==> src/rtl/hub75_pkg.sv <==
// Shared constants and types for the HUB75 capture receiver.
package hub75_pkg;

   localparam int unsigned COLS      = 64;
   localparam int unsigned SCAN_ROWS = 32;
   localparam int unsigned COL_W     = 6;
   localparam int unsigned ROW_W     = 5;
   localparam int unsigned FB_ADDR_W = 12;

   typedef enum logic [1:0] {
      StShift,
      StDrainTop,
      StDrainBot
   } cap_state_e;

   typedef struct packed {
      logic [2:0] rgb0;
      logic [2:0] rgb1;
   } line_ent_t;

endpackage

==> src/rtl/hub75_sync_edge.sv <==
// Multi-stage synchronizer with per-bit rising-edge detect on the final stage.
module hub75_sync_edge #(
   parameter int unsigned    WIDTH     = 1,
   parameter int unsigned    STAGES    = 2,
   parameter logic [WIDTH-1:0] RESET_VAL = '0
) (
   input  logic             clk,
   input  logic             rst,
   input  logic [WIDTH-1:0] d,
   output logic [WIDTH-1:0] q,
   output logic [WIDTH-1:0] rise
);

   logic [WIDTH-1:0] stage_q [STAGES];
   logic [WIDTH-1:0] prev_q;

   always_ff @(posedge clk or posedge rst) begin
      if (rst) begin
         for (int i = 0; i < int'(STAGES); i++) stage_q[i] <= RESET_VAL;
         prev_q <= RESET_VAL;
      end else begin
         stage_q[0] <= d;
         for (int i = 1; i < int'(STAGES); i++) stage_q[i] <= stage_q[i-1];
         prev_q <= stage_q[STAGES-1];
      end
   end

   assign q    = stage_q[STAGES-1];
   assign rise = q & ~prev_q;

endmodule

==> src/rtl/hub75_capture_rx.sv <==
// HUB75 bus capture: rebuilds shifted lines and drains them into a 64x64 frame store.
// Optional HUB75_OE_CHECK_EN adds the sticky err_oe output.
module hub75_capture_rx
   import hub75_pkg::*;
#(
   parameter int unsigned SYNC_STAGES = 2
) (
   input  logic                 clk,
   input  logic                 rst,
   input  logic                 hub_clk,
   input  logic                 hub_lat,
   input  logic                 hub_oe,
   input  logic [2:0]           hub_rgb0,
   input  logic [2:0]           hub_rgb1,
   input  logic [ROW_W-1:0]     hub_addr,
   output logic                 wr_en,
   output logic [FB_ADDR_W-1:0] wr_addr,
   output logic [2:0]           wr_data,
   output logic                 line_done,
   output logic                 frame_done,
   output logic                 err_short,
`ifdef HUB75_OE_CHECK_EN
   output logic                 err_oe,
`endif
   output logic                 err_overrun
);

   localparam logic [COL_W:0]   ColsFull = (COL_W+1)'(COLS);
   localparam logic [COL_W-1:0] LastIdx  = COL_W'(COLS - 1);
   localparam logic [ROW_W-1:0] LastRow  = ROW_W'(SCAN_ROWS - 1);

   logic        hclk_q, hclk_rise, hlat_q, hlat_rise;
   logic [11:0] data_q, data_rise;
   logic        oe_s;
   logic [ROW_W-1:0] addr_s;
   logic [2:0]  rgb0_s, rgb1_s;

   hub75_sync_edge #(.WIDTH(1), .STAGES(SYNC_STAGES)) u_sync_clk (
      .clk  (clk),
      .rst  (rst),
      .d    (hub_clk),
      .q    (hclk_q),
      .rise (hclk_rise)
   );

   hub75_sync_edge #(.WIDTH(1), .STAGES(SYNC_STAGES)) u_sync_lat (
      .clk  (clk),
      .rst  (rst),
      .d    (hub_lat),
      .q    (hlat_q),
      .rise (hlat_rise)
   );

   // OE resets high (panel dark) so the pipeline fill never looks like a lit panel.
   hub75_sync_edge #(.WIDTH(12), .STAGES(SYNC_STAGES), .RESET_VAL(12'h800)) u_sync_data (
      .clk  (clk),
      .rst  (rst),
      .d    ({hub_oe, hub_addr, hub_rgb1, hub_rgb0}),
      .q    (data_q),
      .rise (data_rise)
   );

   assign oe_s   = data_q[11];
   assign addr_s = data_q[10:6];
   assign rgb1_s = data_q[5:3];
   assign rgb0_s = data_q[2:0];

   cap_state_e       state_q, state_d;
   logic [COL_W:0]   col_q, col_d;
   logic [COL_W-1:0] drain_q, drain_d;
   logic [ROW_W-1:0] row_q, row_d;
   logic             short_q, short_d, overrun_q, overrun_d;
   logic             line_done_q, line_done_d, frame_done_q, frame_done_d;
   logic             buf_we;
   line_ent_t        line_buf [COLS];
   line_ent_t        rd_ent;

   always_comb begin
      state_d      = state_q;
      col_d        = col_q;
      drain_d      = drain_q;
      row_d        = row_q;
      short_d      = short_q;
      overrun_d    = overrun_q;
      line_done_d  = 1'b0;
      frame_done_d = 1'b0;
      buf_we       = 1'b0;

      // Shift is handled before the latch so a same-cycle pixel joins the committed line.
      if (hclk_rise) begin
         if (col_q == ColsFull) begin
            overrun_d = 1'b1;
         end else begin
            buf_we = (state_q == StShift) || (col_q[COL_W-1:0] <= drain_q);
            col_d  = col_q + 1'b1;
         end
      end

      case (state_q)
         StShift: begin
            if (hlat_rise) begin
               row_d = addr_s;
               if (col_d != ColsFull) short_d = 1'b1;
               col_d   = '0;
               drain_d = '0;
               state_d = StDrainTop;
            end
         end
         StDrainTop: begin
            if (hlat_rise) overrun_d = 1'b1;
            drain_d = drain_q + 1'b1;
            if (drain_q == LastIdx) state_d = StDrainBot;
         end
         StDrainBot: begin
            if (hlat_rise) overrun_d = 1'b1;
            drain_d = drain_q + 1'b1;
            if (drain_q == LastIdx) begin
               state_d      = StShift;
               line_done_d  = 1'b1;
               frame_done_d = (row_q == LastRow);
            end
         end
         default: state_d = StShift;
      endcase
   end

   always_ff @(posedge clk or posedge rst) begin
      if (rst) begin
         state_q      <= StShift;
         col_q        <= '0;
         drain_q      <= '0;
         row_q        <= '0;
         short_q      <= 1'b0;
         overrun_q    <= 1'b0;
         line_done_q  <= 1'b0;
         frame_done_q <= 1'b0;
      end else begin
         state_q      <= state_d;
         col_q        <= col_d;
         drain_q      <= drain_d;
         row_q        <= row_d;
         short_q      <= short_d;
         overrun_q    <= overrun_d;
         line_done_q  <= line_done_d;
         frame_done_q <= frame_done_d;
      end
   end

   always_ff @(posedge clk) begin
      if (buf_we) line_buf[col_q[COL_W-1:0]] <= '{rgb0: rgb0_s, rgb1: rgb1_s};
   end

   // Outputs decode from the state register so an async reset drops wr_en at once.
   assign rd_ent      = line_buf[drain_q];
   assign wr_en       = (state_q != StShift);
   assign wr_addr     = wr_en ? {(state_q == StDrainBot), row_q, drain_q} : '0;
   assign wr_data     = !wr_en ? 3'b000 : (state_q == StDrainBot) ? rd_ent.rgb1 : rd_ent.rgb0;
   assign line_done   = line_done_q;
   assign frame_done  = frame_done_q;
   assign err_short   = short_q;
   assign err_overrun = overrun_q;

`ifdef HUB75_OE_CHECK_EN
   logic [ROW_W-1:0] addr_prev_q;
   logic             oe_prev_q, err_oe_q;
   logic             unused_sigs;

   always_ff @(posedge clk or posedge rst) begin
      if (rst) begin
         addr_prev_q <= '0;
         oe_prev_q   <= 1'b1;
         err_oe_q    <= 1'b0;
      end else begin
         addr_prev_q <= addr_s;
         oe_prev_q   <= oe_s;
         if (!oe_s && (hlat_rise || (!oe_prev_q && addr_s != addr_prev_q))) err_oe_q <= 1'b1;
      end
   end

   assign err_oe      = err_oe_q;
   assign unused_sigs = ^{hclk_q, hlat_q, data_rise};
`else
   logic unused_sigs;
   assign unused_sigs = ^{hclk_q, hlat_q, data_rise, oe_s};
`endif

endmodule

==> config.mk <==
export PLATFORM = sky130hd
export DESIGN_NAME = hub75_capture_rx
export DESIGN_NICKNAME = d
export VERILOG_FILES = /design/src/rtl/hub75_pkg.sv /design/src/rtl/hub75_sync_edge.sv /design/src/rtl/hub75_capture_rx.sv
export SDC_FILE = /design/constraint.sdc
export NUM_CORES = 1
export LEC_CHECK = 0
export ABC_AREA = 1
export BUFFER_PORTS_ARGS = -buffer_cell sky130_fd_sc_hd__buf_4
export CAP_MARGIN = 40
export CELL_PAD_IN_SITES_DETAIL_PLACEMENT = 0
export CELL_PAD_IN_SITES_GLOBAL_PLACEMENT = 1
export CORE_ASPECT_RATIO = 1.4
export CORE_MARGIN = 4
export CORE_UTILIZATION = 51
export DETAILED_ROUTE_END_ITERATION = 8
export PLACE_DENSITY_LB_ADDON = 0.1
export SYNTH_ARGS = -nofsm -noshare
export SYNTH_HDL_FRONTEND = slang
export SYNTH_HIERARCHICAL = 1
export SYNTH_SLANG_ARGS = --single-unit
==> constraint.sdc <==
create_clock -name clk -period 3.1 [get_ports clk]
set_input_delay 0.62 -clock clk [delete_from_list [all_inputs] [get_ports clk]]
set_output_delay 0.62 -clock clk [all_outputs]
set_load 0.03 [all_outputs]
[After elaboration in Yosys (flattened, before gate mapping)]
Memories as Yosys holds them, arrays and structs flattened.
Cells that the tools add are included.
W data, S select, Z words.
Storage, ports and cells
  bits in writable memories: 384
  register bits: 52
  memories kept: 1
Memory list
  line_buf: depth 64, width 6, read ports 1, clocked after memory_dff 0, wr ports 1, line hub75_capture_rx.sv:75  | line_ent_t line_buf [COLS];
Cells by class
  bitwise gates (word level): 4
  muxes and demuxes: 25
  eq/ne operators: 9
  add/subtract/negate cells: 2
  reduce and logical (&&, ||, !) cells: 9
  $lt $le $gt $ge: 1
Operators by type and width (number)
  $mux W7: 4
  $mux W1: 12
  $mux W12: 1
  $pmux W6 S2: 1
  $add A7 B1 Y7 const B: 1
  $eq A7 B7 Y1 const B: 1
  $ne A7 B7 Y1 const B: 1
  $add A6 B1 Y6 const B: 1
  $eq A6 B6 Y1 const B: 1
  $le A6 B6 Y1: 1
  $mux W2: 3
  $mux W3: 2
  $mux W6: 1
  $ne A2 B2 Y1 const B: 3
  $pmux W2 S3: 1
  $reduce_and A3 Y1: 2
  $eq A5 B5 Y1 const B: 1
  $reduce_and A2 Y1: 2
  $reduce_bool A2 Y1: 2
  $and A1 B1 Y1: 2
  $eq A2 B1 Y1 const B: 1
  $eq A2 B2 Y1 const B: 1
  $logic_not A2 Y1: 1
  $not A1 Y1: 2
  2 further kinds: 2

[Depth between registers and ports, before layout]
  word-level depth: 6
  mapped depth: 14
  mapped depth without buffers: 13

[Modules after synthesis]
Netlist, hierarchy kept.
Modules (own cells, without submodules)
  hub75_capture_rx: cells each 1594, times used 1, area an instance 17284.1 µm²
  hub75_sync_edge (u_sync_data): cells each 73, times used 1, area an instance 1118.6 µm²
  hub75_sync_edge (u_sync_clk ...): cells each 6, times used 2, area an instance 88.8 µm²

[Least setup slack after synthesis]
OpenSTA, ideal clock, no wires.
  path type: register to register
  start point: register drain_q[4]
  end point: memory line_buf[0][0] (netlist bit) (enable)
  buffers on the path: 1
  library setup time: 350 ps
  arrival: 2338 ps
  required time: 2750 ps
  clock period less this slack: 2688 ps
  stages on the path, launching flop included: 11
  path slack: 412 ps
  path through: dfrtp_1 -> clkbuf_1 -> clkinv_1 -> ha_1 -> nand2_1 -> nor2_1 -> o21ai_0 -> o211ai_1 -> a21oi_2 -> nand4_1 -> nor2_1
Between the ends
  word-level cells in the longest chain between the ends: 6
Ends and longest elaborated chain
  start: declaration: line hub75_capture_rx.sv:70  | logic [COL_W-1:0] drain_q, drain_d;
  start signal: assignment: line hub75_capture_rx.sv:140  | drain_q <= drain_d;
  $le A6 B6 Y1: line hub75_capture_rx.sv:94  | buf_we = (state_q == StShift) || (col_q[COL_W-1:0] <= drain_q);
  $logic_or A1 B1 Y1: line hub75_capture_rx.sv:94
  $mux W1: line hub75_capture_rx.sv:91  | if (col_q == ColsFull) begin
  $mux W1: line hub75_capture_rx.sv:90  | if (hclk_rise) begin
  $mux W1: line hub75_capture_rx.sv:150  | if (buf_we) line_buf[col_q[COL_W-1:0]] <= '{rgb0: rgb0_s, rgb1: rgb1_s};
  $mux W1 (not written as such): line hub75_capture_rx.sv:150
  end: declaration: line hub75_capture_rx.sv:75
No other way between the ends.

[Worst setup path in the final report]
  start point: register drain_q[0]
  end point: output port wr_data[0]
Between the ends
  word-level cells in the longest chain between the ends: 3
Ends and longest elaborated chain
  $mem_v2 Z64 W6
  $mux W3 (2 in series): line hub75_capture_rx.sv:157  | assign wr_data = !wr_en ? 3'b000 : (state_q == StDrainBot) ? rd_ent.rgb1 : rd_ent.rgb0;
  end: declaration: line hub75_capture_rx.sv:18  | output logic [2:0] wr_data,
No other way between the ends.

==> flow_summary.yaml <==
outcome:
  status: "finished with violations"
  violations: "negative setup slack"
floorplan:
  dieArea_um2: 38600
  die_y_um: 231
  num_io_pins: 36
  coreArea_um2: 35000
  fp-row-count: 81
  dieWidth_um: 167
  initial_utilization: 0.518
layout:
  final_core_util: 0.627
  num-fill-cells: 2759
  final_nets: 1789
  layout_common_cells: "nand2_1, edfxtp_1, nor2_1, nand3_1, buf_4"
  area_growth_pct: 21.1
  diodes: 0
  final_common_cell: "nand2_1"
  design_area_um2: 21900
  drive_gt1_frac: 0.183
hold_path:
  worstHoldStart: "hub_rgb1[0]"
  holdPathStages: 1
  hold_end: "u_sync_data/stage_q[15]"
  hold_class: "in2reg"
global_routing:
  grt_pass1_wl_mm: 69.0
  grt.total_usage: 0.234
  antenna_found_initial: 0
  grt_overflow: 0
  grt_max_degree: 70
  grt_pass1_vias: 12000
drt:
  totalWireLength_mm: 46.8
  vias: 12100
  first_pass_iters: 5
  drc: 0
  via_per_inst: 5.37
  wl_per_cell_um: 20.8
  postRouteAntennaNets: 0
  drt-initial-drc-count: 926
clock_network:
  root_buffer: "clkbuf_16"
  clk_pin_slew_ns: 0.07
  clk_latency_ns: 0.56
  cts_tree: "done"
  cts_made_buffers: 42
  htree_levels: 2
  cts_buffer_depth: 3
  cts.sinks: 436
pwr:
  p_comb_frac: 0.387
  seq_power_share: 0.349
  ir_drop_uv: 707
  p_per_area_nw_per_um2: 886
  p_int_mw: 12.3
  totalPowerFinal_mw: 19.4
  clkPwrFrac: 0.264
  switching_share: 0.365
  p_switching_mw: 7.09
  power_leakage_nw: 8.59
timing:
  final.setup.worst_slack_ns: -0.190
  rsz0062_at_grt: "true"
  hold_viol: 0
  maxSlewHeadroom: 0.416
  fmax_ghz: 0.304
  fin_crit_sh: 1.06
  period_minus_slack_ns: 3.29
  fin_skew_ns: 0.0131
  worst_pin_slew_ns: 0.875
  holdWs_ns: 0.169
  slew_violations: 0
  fin_setup_tns_ns: -0.547
  finalSetupViolCount: 3
synthesis:
  synth_area_um2: 18100
  syn-num-nets: 1668
  syn_inst: 1640
  synth_area_per_cell_um2: 11.0
  yosys_warnings: 6
critical_path:
  cp.required_ns: 2.48
  regToRegSetupSlack_ns: 0.20
  worst-setup-path-type: "reg2out"
  startpoint: "drain_q[0]"
  r2r-end: "line_buf[52][1]"
  crit_fanout: 13
  crit_path_end_kind: "primary output"
  cp-start-kind: "flip-flop"
  crit_arrival_ns: 2.67
  rr_startpoint: "drain_q[0]"
  rr_worst_depth: 10
job:
  maxCapViolCount: 0
placement:
  routabilityCongestion: 0.884
  dpl_cell_area_um2: 19500
  portBuffers: 34
  dp_hpwl_mm: 27.8
## power groups by stage
stage / registers [mW] / clock network [mW] / logic, mW
after detailed placement: 6.87 / 0 / 6.01
after global placement: 6.86 / 0 / 5.98
final: 6.78 / 5.12 / 7.52
after global routing: 6.80 / 5.44 / 8.13
after floorplan: 6.77 / 0 / 3.85
after CTS: 6.76 / 5.20 / 6.67
## worst max-delay path: stages, from the launching register on
cell and delay (ns):
dfrtp_4 0.58, clkbuf_16 0.25, buf_16 0.16, nand2_1 0.06
nand3_1 0.08, nand3_1 0.13, nand3_1 0.13, nand3_1 0.15
a21oi_2 0.21, nor2_2 0.07, nor2_4 0.12, buf_6 0.15
## layout make-up
type	instances	area [um2]	area share
flip-flops and latches	436	12800	0.586
multi-input cells	1012	4810	0.220
repair buffers	165	1880	0.0856
clock buffers	52	1170	0.0535
well taps	456	571	0.0260
inverters	103	399	0.0182
clock inverters	25	213	0.00970
repair inverters	1	30.0	0.00137
## what timing repair did
item,4_1_cts,5_1_grt
buffers inserted,4,1
resized for setup,47,87
gates cloned,5,13
hold endpoints to repair,6,0
hold buffers,1,0
setup endpoints to repair,3,69
pin swaps,9,37
## layer usage
metal | part of all wire | up-vias | routed length [um] | track usage
met5 | 0 | - | 0 | 0
met1 | 0.40 | 5931 | 18600 | 0.286
met3 | 0.038 | 86 | 1760 | 0.0271
li1 | - | 5797 | - | -
met2 | 0.53 | 277 | 25000 | 0.434
met4 | 0.031 | 0 | 1460 | 0.0766
## worst max path at each step
| stage | endpoint | slack, ns | cells past startpoint |
|---|---|---|---|
| after global routing | wr_data[0] | -0.27 | 12 |
| after floorplan | line_buf[0][0] | 0.41 | 10 |
| after detailed placement | line_buf[36][3] | 0.06 | 10 |
| after global placement | line_buf[36][3] | 0.13 | 10 |
| after CTS | wr_data[1] | -0.17 | 13 |
| final | wr_data[0] | -0.19 | 11 |
## state kept, by name, summed over array words and instances, names as in the netlist
name and count:
u_sync_lat/prev_q 1, col_q 7, u_sync_data/stage_q 11, u_sync_lat/stage_q 1, line_done 1, state_q 2, u_sync_data/q 11, err_overrun 1
line_buf 384, drain_q 6, u_sync_clk/prev_q 1, frame_done 1, err_short 1, row_q 5, u_sync_clk/q 1, u_sync_clk/stage_q 1
u_sync_lat/q 1
## per-stage QoR
stage / instances / worst slack (ns)
floorplan: 1640 / 0.412
global placement: 2148 / 0.129
detailed placement: 2149 / 0.0638
CTS: 2236 / -0.172
global route: 2250 / -0.272
finish: 2250 / -0.190
Power figures use the tool's default switching activity.
